### config.mk
export PLATFORM = sky130hd
export DESIGN_NAME = pwm_deadtime_array
export DESIGN_NICKNAME = d
export VERILOG_FILES = /design/src/rtl/pwm_pkg.sv /design/src/rtl/pwm_dt_channel.sv /design/src/rtl/pwm_deadtime_array.sv
export SDC_FILE = /design/constraint.sdc
export NUM_CORES = 1
export LEC_CHECK = 0
export BUFFER_PORTS_ARGS = -buffer_cell sky130_fd_sc_hd__buf_4
export CAP_MARGIN = 0
export CORE_MARGIN = 5
export CORE_UTILIZATION = 40
export CTS_BUF_LIST = sky130_fd_sc_hd__clkbuf_16
export DETAILED_ROUTE_END_ITERATION = 7
export PLACE_DENSITY = 0.59
export REMOVE_ABC_BUFFERS = 1
export SLEW_MARGIN = 25
export SYNTH_ARGS = -nofsm -noshare
export SYNTH_HDL_FRONTEND = slang
export SYNTH_HIERARCHICAL = 1
export SYNTH_SLANG_ARGS = --single-unit
### constraint.sdc
create_clock -name clk -period 3 [get_ports clk]
set_input_delay 0.15 -clock clk [delete_from_list [all_inputs] [get_ports clk]]
set_output_delay 0.15 -clock clk [all_outputs]
set_load 0.005 [all_outputs]
### src/rtl/pwm_pkg.sv
// pwm_pkg
// Shared definitions for the multi-channel deadtime PWM modulator:
//   - gate FSM state encodings (OFF, DEAD, HI, LO)
//   - width of the signed three-level output
//   - default deadtime after reset
//   - helper that builds the signed level constant
package pwm_pkg;

  localparam int LEVEL_W      = 4;
  localparam int DT_RESET_DEF = 5;

  localparam logic [1:0] ST_OFF  = 2'd0;
  localparam logic [1:0] ST_DEAD = 2'd1;
  localparam logic [1:0] ST_HI   = 2'd2;
  localparam logic [1:0] ST_LO   = 2'd3;

  // Two's-complement +mag or -mag in LEVEL_W bits.
  function automatic logic [LEVEL_W-1:0] level_of(input logic neg, input int mag);
    logic [LEVEL_W-1:0] mag_v;
    mag_v = LEVEL_W'(mag);
    return neg ? (~mag_v + 1'b1) : mag_v;
  endfunction

endpackage

### src/rtl/pwm_dt_channel.sv
// pwm_dt_channel
// One PWM channel: sine-vs-carrier compare, complementary gate FSM with
// deadtime, sign-change blanking counter and three-level output.
// Ports:
//   clk, reset   system clock, synchronous active-high reset
//   run          channel may drive; low forces OFF and clears counters
//   dt_act       active deadtime in cycles (0 = direct switching)
//   sine         signed sample for this channel
//   carrier      signed triangle carrier (one bit wider than sine)
//   pwm_hi/lo    complementary gate outputs
//   level        signed three-level output (+mag, 0, -mag)
//   dt_active    gate deadtime or sign blanking in progress
module pwm_dt_channel
  import pwm_pkg::*;
#(
  parameter int DATA_W    = 16,
  parameter int DT_W      = 8,
  parameter int LEVEL_MAG = 5
) (
  input  logic               clk,
  input  logic               reset,
  input  logic               run,
  input  logic [DT_W-1:0]    dt_act,
  input  logic [DATA_W-1:0]  sine,
  input  logic [DATA_W:0]    carrier,
  output logic               pwm_hi,
  output logic               pwm_lo,
  output logic [LEVEL_W-1:0] level,
  output logic               dt_active
);

  logic             cmp;
  logic             dt_zero;
  logic             sine_neg;
  logic [1:0]       state, state_n;
  logic             target, target_n;
  logic [DT_W-1:0]  cnt, cnt_n;
  logic [DT_W-1:0]  scnt;
  logic             sign_r;
  logic             start;

  assign sine_neg = sine[DATA_W-1];
  assign cmp      = $signed({sine_neg, sine}) >= $signed(carrier);
  assign dt_zero  = (dt_act == '0);

  // A new interval starts when leaving OFF, when the driven side no longer
  // matches the compare, or when a pending target is contradicted (restart).
  always_comb begin
    state_n  = state;
    target_n = target;
    cnt_n    = cnt;
    start    = (state == ST_OFF) ||
               (state == ST_HI   && !cmp) ||
               (state == ST_LO   &&  cmp) ||
               (state == ST_DEAD && (cmp != target));
    if (start) begin
      target_n = cmp;
      if (dt_zero) begin
        state_n = cmp ? ST_HI : ST_LO;
        cnt_n   = '0;
      end else begin
        state_n = ST_DEAD;
        cnt_n   = dt_act;
      end
    end else if (state == ST_DEAD) begin
      if (cnt <= DT_W'(1)) begin
        state_n = target ? ST_HI : ST_LO;
        cnt_n   = '0;
      end else begin
        cnt_n = cnt - 1'b1;
      end
    end
  end

  // Gate FSM and sign blanking; sign_r keeps tracking while stopped so a
  // restart does not see a stale sign change.
  always_ff @(posedge clk) begin
    if (reset) begin
      state  <= ST_OFF;
      target <= 1'b0;
      cnt    <= '0;
      scnt   <= '0;
      sign_r <= 1'b0;
    end else if (!run) begin
      state  <= ST_OFF;
      target <= 1'b0;
      cnt    <= '0;
      scnt   <= '0;
      sign_r <= sine_neg;
    end else begin
      state  <= state_n;
      target <= target_n;
      cnt    <= cnt_n;
      sign_r <= sine_neg;
      if (sine_neg != sign_r)
        scnt <= dt_act;
      else if (scnt != '0)
        scnt <= scnt - 1'b1;
    end
  end

  assign pwm_hi    = (state == ST_HI);
  assign pwm_lo    = (state == ST_LO);
  assign level     = (pwm_hi && scnt == '0) ? level_of(sign_r, LEVEL_MAG) : '0;
  assign dt_active = (state == ST_DEAD) || (scnt != '0);

endmodule

### src/rtl/pwm_deadtime_array.sv
// pwm_deadtime_array
// NCH-channel sine-triangle PWM with complementary gates, programmable
// deadtime (shadow-loaded on dt_load), enable gating and latched fault.
// Ports:
//   clk, reset     system clock, synchronous active-high reset
//   enable         global run enable
//   dt_cycles      requested deadtime; copied to dt_act when dt_load=1
//   sine_in        NCH signed samples, channel i at [i*DATA_W +: DATA_W]
//   carrier_in     shared signed triangle carrier
//   fault          external fault level, forces all channels OFF
//   fault_clr      clears the fault latch when fault is low
//   pwm_hi/pwm_lo  gate outputs per channel
//   level_out      signed 4-bit three-level output per channel
//   dt_active      channel in deadtime or sign blanking
//   fault_latched  sticky fault indicator
module pwm_deadtime_array
  import pwm_pkg::*;
#(
  parameter int NCH       = 3,
  parameter int DATA_W    = 16,
  parameter int DT_W      = 8,
  parameter int DT_RESET  = DT_RESET_DEF,
  parameter int LEVEL_MAG = 5
) (
  input  logic                    clk,
  input  logic                    reset,
  input  logic                    enable,
  input  logic [DT_W-1:0]         dt_cycles,
  input  logic                    dt_load,
  input  logic [NCH*DATA_W-1:0]   sine_in,
  input  logic [DATA_W:0]         carrier_in,
  input  logic                    fault,
  input  logic                    fault_clr,
  output logic [NCH-1:0]          pwm_hi,
  output logic [NCH-1:0]          pwm_lo,
  output logic [NCH*LEVEL_W-1:0]  level_out,
  output logic [NCH-1:0]          dt_active,
  output logic                    fault_latched
);

  logic [DT_W-1:0] dt_act;
  logic            run;

  // Active deadtime; intervals already counting keep their own copy.
  always_ff @(posedge clk) begin
    if (reset)
      dt_act <= DT_W'(DT_RESET);
    else if (dt_load)
      dt_act <= dt_cycles;
  end

  // Fault latch: set by fault, cleared only when fault is already gone.
  always_ff @(posedge clk) begin
    if (reset)
      fault_latched <= 1'b0;
    else if (fault)
      fault_latched <= 1'b1;
    else if (fault_clr)
      fault_latched <= 1'b0;
  end

  assign run = enable && !fault && !fault_latched;

  for (genvar i = 0; i < NCH; i++) begin : g_ch
    pwm_dt_channel #(
      .DATA_W    (DATA_W),
      .DT_W      (DT_W),
      .LEVEL_MAG (LEVEL_MAG)
    ) u_ch (
      .clk       (clk),
      .reset     (reset),
      .run       (run),
      .dt_act    (dt_act),
      .sine      (sine_in[i*DATA_W +: DATA_W]),
      .carrier   (carrier_in),
      .pwm_hi    (pwm_hi[i]),
      .pwm_lo    (pwm_lo[i]),
      .level     (level_out[i*LEVEL_W +: LEVEL_W]),
      .dt_active (dt_active[i])
    );
  end

endmodule
==> summary.txt <==
CP Capture Type - flip-flop
Syn. warnings - 6
Initial antenna violation count - 1
CTS Buf Count - 9
Worst Hold Depth - 2
Commonest non-fill, non-tap cell in the layout - buf_4
Max-cap violations - 0
Cell Area, Synth - 0.00547 mm2
Initial Utilization - 41.0%
Clock transition at path regs - 0.06 ns
RePlAce Congestion - 0.850
Register bit count reported by yosys - 69
Number of global-route vias before repair - 5,060
Iteration count of the initial detailed-routing pass - 5
# IOs - 101
Share of cells above drive strength 1 - 20.1%
Yosys top cell area share - 25.2%
Largest cells by area after synthesis - dfxtp_1 (25%), ha_1 (14%), inv_1 (5.4%)
Clock Latency Late Sink - 0.33 ns
CP Cell Sequence - buf_4 -> inv_1 -> ha_1 -> a211oi_1 -> nor2_1 -> a2111o_1 -> a22oi_4 -> mux2i_4 -> nor2_1 -> a221o_1
Clock Tree Root - clkbuf_16
Via count - 5,142
RR Startpoint - fault_latched$_SDFFE_PP0P_
Largest net degree at the start of global routing - 16
CTS sink count - 69
Dpl cells - 941
Final min period - 2.44 ns
Htree depth - 3
Crit. Startpoint - carrier_in[6]
Async set-reset flop share out of synthesis - 0%
CTS tree - done
First-pass GRT wire length - 24,500 um
Hold-fix buffers, CTS - 0
RSZ-0062 raised after global routing - no
Post-cts resize count - 0
Wire per inst - 15.5 um
Die Span Y - 127 um
Worst vdd ir - 0.299 mV
Setup bufs post-CTS - 0
Final worst-path cycle share - 81.4%
Setup TNS - 0 ns
GR Overflow Total - 0
Area of the multi-input gates - 0.00370 mm2
Final hold violation count - 0
CP max-delay cell - a2111o_1
Cell count after synthesis - 676
Die Wd - 127 um
DR iter-0 viols - 312
Max FO, Critical Path - 9
WS Path Type - primary input to flip-flop
Prevailing post-synth register cell - dfxtp_1
Synth area leader - dfxtp_1
Worst-margin pin slew - 0.814 ns
Port Buf Inserts - 100
Register area - 0.00138 mm2
HPWL after DPL - 11,500 um
Post-synthesis sequential area ratio - 25.2%
DRC viols - 0
R2R cell count - 7
Layout area overhead - 22.7%
R2r endpoint - g_ch[2].u_ch/cnt[4]$_SDFFE_PP0P_
Clock buffer depth - 2
Worst path arrival time - 2.65 ns
Core box area - 0.0133 mm2
Layout Nets - 915
Core Rows - 42
Final Max Tran Viols - 0
Worst R2R Setup Slack - 0.83 ns
PD cells - 405 mW/mm2
FILL cells - 1,297
Critical path required time - 3.21 ns
CP endpoint - g_ch[1].u_ch/cnt[2]$_SDFFE_PP0P_
Post-synth EDFFs - 0
GRT Total Usage - 18.5%
Remaining antenna violation count - 0
Setup crit start kind - primary input
Die ar. - 0.0161 mm2
Slowest stage delay, CP - 0.47 ns
Hold WC Path Type - primary input to flip-flop
Diodes inserted - 0
Wirelength, routed - 14,900 um
Non-filler instance count after layout - 957
Fmax - 410 MHz
Status - completed
Final Setup Violations - 0
Most frequent cells in the layout - buf_4 (109), inv_1 (79), nor2_1 (72)
Leak - 0.00316 uW
Relative slew margins - 45.4%
Most used cell, CP - nor2_1
Setup Skew - 0.00860 ns
Vias per cell - 5.37
Avg Cell Area, Syn - 8.09 um2
Post-synthesis cell type count - 48
==> layer usage <==
metal  up-vias  global-route usage, %  share of wire, %
li1       2600                      -                 -
met1      2379                   23.9                44
met2       137                   31.2                48
met3        26                   3.57               5.3
met4         0                   5.74               2.0
met5         -                      0                 0
==> synth_stat cells, drive strengths merged (13+ instances only) <==
cell,instances
a221o,18
a21oi,37
nor2,72
inv,79
nand2,54
nor4,21
nor3,42
clkbuf,15
nand2b,13
dfxtp,69
xnor2,27
a211oi,24
ha,60
mux2i,15
==> metrics by stage <==
| stage | worst slack, ns | total power (uW) | utilization, % | hold slack (ns) | cell area (um2) |
|---|---|---|---|---|---|
| after floorplan | 0.555 | 1440 | - | 0.219 | 5380 |
| after global placement | 0.283 | 1660 | 48.1 | 0.357 | 6410 |
| after detailed placement | 0.221 | 1680 | 48.1 | 0.357 | 6410 |
| after CTS | 0.583 | 2750 | 50.3 | 0.00595 | 6710 |
| after global routing | 0.409 | 2880 | 50.3 | 0.00303 | 6710 |
| final | 0.558 | 2720 | 50.3 | 0.0103 | 6710 |
==> cell type report <==
class / count / area share [%]
multi-input cells: 508 / 55.1
inverters: 79 / 4.42
clock inverters: 7 / 1.10
clock buffers: 9 / 3.35
well taps: 176 / 3.28
repair buffers: 109 / 12.2
flip-flops and latches: 69 / 20.6
==> sequential cells by signal, summed over array words and instances, names as in the netlist <==
signal / cells
dt_act: 8
fault_latched: 1
g_ch.u_ch/cnt: 24
g_ch.u_ch/scnt: 24
g_ch.u_ch/sign_r: 3
g_ch.u_ch/state: 6
g_ch.u_ch/target: 3
==> kinds of logic after synthesis <==
logic type / after synthesis / share of synthesized area, %
DFF: 69 / 25.2
buffers and inverters: 99 / 7.16
muxes: 21 / 4.87
adders and majority gates: 60 / 13.7
xor gates and xnor gates: 36 / 5.76
and+or+nand+nor: 265 / 24.2
AOI/OAI and AO/OA: 126 / 19.1
==> worst max-delay path, delay by kind of cell <==
family,cells,cell delay (ns)
AOI/OAI and AO/OA,4,1.48
adders and majority gates,1,0.29
muxes,1,0.36
and+or+nand+nor,2,0.24
buffers and inverters,2,0.14
==> worst min path at each step <==
stage                  from                         end
6_report       dt_cycles[2]      dt_act[2]$_SDFFE_PP1P_
3_3_place_gp   dt_cycles[2]      dt_act[2]$_SDFFE_PP1P_
3_5_place_dp   dt_cycles[2]      dt_act[2]$_SDFFE_PP1P_
4_1_cts        dt_cycles[2]      dt_act[2]$_SDFFE_PP1P_
5_1_grt        dt_cycles[2]      dt_act[2]$_SDFFE_PP1P_
2_1_floorplan         reset  fault_latched$_SDFFE_PP0P_
==> where the power goes <==
group,switching [uW],internal [uW]
Sequential,58.8,945
Combinational,344,312
Clock,415,646
Total,818,1900
Power figures use the tool's default switching activity.
